**config.mk**
```make
export PLATFORM = sky130hd
export DESIGN_NAME = i2s_voice_scheduler
export DESIGN_NICKNAME = d
export VERILOG_FILES = /design/src/rtl/i2s_voice_scheduler.sv
export SDC_FILE = /design/constraint.sdc
export NUM_CORES = 1
export LEC_CHECK = 0
export ABC_AREA = 1
export CAP_MARGIN = 5
export CELL_PAD_IN_SITES_DETAIL_PLACEMENT = 0
export CELL_PAD_IN_SITES_GLOBAL_PLACEMENT = 1
export CORE_MARGIN = 2
export CORE_UTILIZATION = 28
export CTS_BUF_LIST = sky130_fd_sc_hd__clkbuf_8 sky130_fd_sc_hd__clkbuf_16
export DETAILED_ROUTE_END_ITERATION = 10
export GPL_TIMING_DRIVEN = 1
export PLACE_DENSITY = 0.56
export SYNTH_ARGS = -nofsm -noshare
export SYNTH_HDL_FRONTEND = slang
export SYNTH_SLANG_ARGS = --single-unit
```
**constraint.sdc**
```tcl
create_clock -name clk_in -period 5.7 [get_ports clk_in]
set_input_delay 1.14 -clock clk_in [delete_from_list [all_inputs] [get_ports clk_in]]
set_output_delay 1.14 -clock clk_in [all_outputs]
set_load 0.02 [all_outputs]
```
**src/rtl/i2s_voice_scheduler.sv**
```systemverilog
// rtl/i2s_voice_scheduler.sv - per-frame scheduler that fetches up to four voices
// from a shared datapath and mixes them into one saturated sample for I2S.
module i2s_voice_scheduler #(
   parameter int TIMEOUT_CYCLES = 64
) (
   input  logic        clk_in,
   input  logic        reset_n_in,
   input  logic [3:0]  voice_enable_in,
   input  logic        voice_ack_in,
   input  logic [15:0] voice_data_in,
   output logic [9:0]  master_count_out,
   output logic        voice_req_out,
   output logic [1:0]  voice_sel_out,
   output logic [15:0] data_out,
   output logic        data_valid_out,
   output logic        timeout_out
);

   typedef enum logic [1:0] {IDLE, SCAN, REQ, OUT} state_t;

   state_t             state;
   logic [3:0]         en_lat;
   logic [1:0]         idx;
   logic [7:0]         wait_cnt;
   logic signed [17:0] acc;
   logic signed [17:0] acc_sum;
   logic signed [17:0] sample_ext;
   logic               handshake;
   logic               frame_start;
   logic               wait_expired;

   assign frame_start  = (master_count_out == 10'd0);
   assign handshake    = voice_req_out & voice_ack_in;
   assign wait_expired = (wait_cnt == 8'(TIMEOUT_CYCLES - 1));
   assign sample_ext   = {{2{voice_data_in[15]}}, voice_data_in};
   // Folding the current sample in here lets the last voice's handshake feed OUT directly.
   assign acc_sum      = handshake ? (acc + sample_ext) : acc;

   function automatic logic [15:0] sat16(input logic signed [17:0] v);
      if (v > 18'sd32767)
         sat16 = 16'h7FFF;
      else if (v < -18'sd32768)
         sat16 = 16'h8000;
      else
         sat16 = v[15:0];
   endfunction

   always_ff @(posedge clk_in or negedge reset_n_in) begin
      if (!reset_n_in) begin
         master_count_out <= 10'd0;
         state            <= IDLE;
         en_lat           <= 4'd0;
         idx              <= 2'd0;
         wait_cnt         <= 8'd0;
         acc              <= 18'sd0;
         voice_req_out    <= 1'b0;
         voice_sel_out    <= 2'd0;
         data_out         <= 16'd0;
         data_valid_out   <= 1'b0;
         timeout_out      <= 1'b0;
      end else begin
         master_count_out <= master_count_out + 10'd1;
         data_valid_out   <= 1'b0;
         if (frame_start) begin
            // A frame still in flight at frame start is an overrun: drop it and flag it.
            if (state != IDLE)
               timeout_out <= 1'b1;
            en_lat        <= voice_enable_in;
            acc           <= 18'sd0;
            idx           <= 2'd0;
            wait_cnt      <= 8'd0;
            voice_req_out <= 1'b0;
            voice_sel_out <= 2'd0;
            state         <= SCAN;
         end else begin
            case (state)
               IDLE: state <= IDLE;
               SCAN: begin
                  if (en_lat[idx]) begin
                     state         <= REQ;
                     voice_req_out <= 1'b1;
                     voice_sel_out <= idx;
                     wait_cnt      <= 8'd0;
                  end else if (idx == 2'd3) begin
                     state          <= OUT;
                     data_out       <= sat16(acc);
                     data_valid_out <= 1'b1;
                  end else begin
                     idx <= idx + 2'd1;
                  end
               end
               REQ: begin
                  if (handshake || wait_expired) begin
                     acc           <= acc_sum;
                     voice_req_out <= 1'b0;
                     voice_sel_out <= 2'd0;
                     if (!handshake)
                        timeout_out <= 1'b1;
                     if (idx == 2'd3) begin
                        state          <= OUT;
                        data_out       <= sat16(acc_sum);
                        data_valid_out <= 1'b1;
                     end else begin
                        idx   <= idx + 2'd1;
                        state <= SCAN;
                     end
                  end else begin
                     wait_cnt <= wait_cnt + 8'd1;
                  end
               end
               OUT: state <= IDLE;
            endcase
         end
      end
   end

endmodule

```
==> results by group <==
Power and ir drop
  – Seq pwr share: 25.3%
  – Lkg Pwr: 2.78 nW
  – Clock Power Share: 17.5%
  – PwrDens: 526 mW/mm^2
  – P_sw: 1.41 mW
  – VDD IR max: 263 uV
  – Int Power: 1.52 mW
  – Sw Ratio: 48.2%
  – Logic gate share of total power: 57.2%
  – Pwr Total: 2.93 mW

Cells and area
  – Antenna diodes: 0
  – Layout Area Growth over Synthesis: 22.0%
  – Layout net count: 750
  – Layout cell share with drive strength beyond 1: 8.76%
  – Count of non-filler cells in the finished layout: 924
  – Final core occ: 35.1%
  – Final Cell Area: 0.00557 sq mm

Worst setup path
  – Critical-path maximum fanout: 15
  – R2R Path Start: acc[0]
  – Worst path most repeated cell: nand2_1
  – CP max stage cell: clkdlybuf4s50_1
  – R2R Setup Slk: 3.07 ns
  – RR Endpoint: data_out[0]
  – Crit end category: register
  – Crit path DAT: 3.73 ns
  – CP Class: input port to register
  – CP Cell Sequence: clkdlybuf4s50_1, ha_1, inv_1, fa_1, inv_1, nand2_1, nand2_1, nand3_1, nand2_2, nand2_1, nand3_1, nand3_1, nand2_1, nand2_2, a21oi_4, nand2_1, nand2_1, nand2_1
  – Startpoint types: input port
  – Worst Setup SP: voice_data_in[0]
  – CP Data Required Time: 5.92 ns
  – Slowest cell delay on critical path: 0.46 ns
  – Worst reg2reg path depth: 17

Logic synthesis
  – Yosys top cell by area: dfrtp_1
  – Mapped Nets: 697
  – Seq/Total Area, Yosys: 35.6%
  – Post-synth EDFFs: 0
  – Synthesized instance count: 650
  – Yosys cell types: 39
  – Seq cells post-synth: 65
  – Largest cells by area after synthesis: dfrtp_1, nand2_1, inv_1
  – Post-synth top cells: nand2_1, inv_1, dfrtp_1, a21oi_1, nor2_1
  – Fraction of registers with async set/reset: 100%
  – Ys Warns: 0
  – Most common cell in the netlist: nand2_1
  – Post-Syn Area: 0.00457 sq mm
  – Top cell type's share of synthesized area: 35.6%
  – Syn_area_per_cell: 7.02 sq um
  – Synth Flop Type: dfrtp_1

Run
  – Max-cap violations: 0

Clock tree
  – # hold bufs at CTS: 0
  – Post-CTS setup buffer count: 0
  – TritonCTS clock tree: done
  – CTS Root Cell: clkbuf_16
  – Clock H-tree levels: 3
  – Clock latency on the worst-skew pair: 0.33 ns
  – Num CTS Buffers: 9
  – Max clock buf depth: 2
  – Clk pin slew, worst setup/hold paths: 0.06 ns
  – Cts repair resizes: 0
  – Clock sinks: 65

Placement
  – Number of port buffers: 53
  – Post-placement cell area: 0.00530 sq mm
  – Placed Cells: 908
  – GPL Wtd Cong: 0.810
  – Hpwl dp: 9450 um

STA
  – Fmax achieved: 0.285 GHz
  – Fin. max-slew vios: 0
  – Final setup viols: 0
  – Final hold violation count: 0
  – Final cycle utilization of the critical path: 61.5%
  – Final Critical Period: 3.51 ns
  – Worst slew pin tran: 1.23 ns
  – RSZ-0062 raised after global routing: no
  – Slew headroom: 17.4%
  – Setup tns final: 0 ns
  – Clock Skews: 0.00742 ns

Global route
  – Largest net degree at the start of global routing: 66
  – Grt met3 use: 3.05%
  – Vias in the first global route: 4339
  – GR Util met1: 20.7%
  – Gr usage total: 15.5%
  – First-pass GRT wire length: 21800 um
  – Remaining Overflow, GRT: 0
  – Met2 Use GR: 25.8%
  – Grt peak-use layer: met2
  – Initial antenna violation count: 0

Drt
  – Pre-antenna DRT Iters: 5
  – DRC viols: 0
  – Initial drt markers: 217
  – Final WL: 12700 um
  – Drt via density: 4.51
  – Via Count: 4167
  – Routed Antenna Nets: 0
  – Drt wl/cell: 13.7 um

Outcome
  – Status: finished, final reports clean

Floorplanning
  – Die Ht: 132 um
  – I/O pin cnt: 54
  – Core Area: 0.0159 sq mm
  – Total die area: 0.0173 sq mm
  – Initial core utilization: 28.7%
  – Die X: 132 um
  – Num rows: 46

Hold path
  – Hold endpoint: en_lat[1]
  – Hold path depth: 2
  – Min-Delay Path Class: register to register
  – Worst Hold Launch: en_lat[1]
==> flip-flops by register name, summed over array words and instances (netlist names) <==
name	cells
voice_sel_out	2
timeout_out	1
data_out	16
wait_cnt	8
acc	18
master_count_out	10
en_lat	4
idx	2
voice_req_out	1
data_valid_out	1
state	2
==> worst max-delay path, delay by kind of cell <==
family          cells  cell delay, ns
fa+ha+maj           2            0.59
buf+inv             3            0.59
compound gates      1            0.40
simple gates       12            0.99
==> layout make-up <==
cell class | count | area, sq um
fillers | 1717 | 10300
multi-input cells | 477 | 2490
flip-flops and latches | 65 | 1630
repair buffers | 57 | 556
inverters | 93 | 349
well taps | 216 | 270
clock buffers | 11 | 253
clock inverters | 5 | 22.5
==> kinds of logic after synthesis <==
group,after synthesis,synth area share (%)
buf+inv,108,9.76
fa+ha+maj,24,6.74
simple gates,336,32.6
flops,65,35.6
xor+xnor,12,2.30
compound gates,105,13.0
==> power groups by stage <==
stage,Sequential [mW],Combinational (mW),Clock (mW)
after floorplan,0.775,1.17,0
after global placement,0.753,1.68,0
after detailed placement,0.751,1.68,0
after CTS,0.746,1.69,0.532
after global routing,0.764,1.93,0.548
final,0.741,1.68,0.513
==> cell usage in the layout, fill, tap and decap left out, types with 4 or more instances in the layout <==
| master | n |
|---|---|
| dfrtp_1 | 65 |
| nor2_1 | 45 |
| o22ai_1 | 12 |
| nand3_2 | 6 |
| nand3_1 | 35 |
| clkdlybuf4s50_1 | 52 |
| nand2_1 | 204 |
| o21ai_1 | 5 |
| buf_4 | 4 |
| ha_1 | 23 |
| inv_1 | 91 |
| nor3_1 | 11 |
| o21ai_0 | 31 |
| xor2_1 | 10 |
| nand2_2 | 15 |
| a21oi_2 | 4 |
| clkbuf_16 | 9 |
| inv_2 | 4 |
| a21oi_1 | 46 |
==> through the flow <==
| stage | worst slack (ns) | hold WS [ns] |
|---|---|---|
| 2_1_floorplan | 2.71 | 0.442 |
| 3_3_place_gp | 1.87 | 0.465 |
| 3_5_place_dp | 1.83 | 0.466 |
| 4_1_cts | 2.18 | 0.481 |
| 5_1_grt | 1.84 | 0.504 |
| 6_report | 2.19 | 0.476 |
==> worst max-delay path by stage <==
| stage | to | depth (start not counted) |
|---|---|---|
| 2_1_floorplan | data_out[4] | 18 |
| 3_3_place_gp | data_out[1] | 18 |
| 3_5_place_dp | data_out[13] | 18 |
| 4_1_cts | data_out[0] | 18 |
| 5_1_grt | data_out[1] | 18 |
| 6_report | data_out[0] | 18 |
==> metal layers <==
layer	wire length [um]	part of all wire, %	vias up
li1	-	-	2179
met2	5650	45	63
met1	6510	51	1910
met3	366	2.9	15
met4	157	1.2	0
met5	0	0	-
Power figures use the tool's default switching activity.
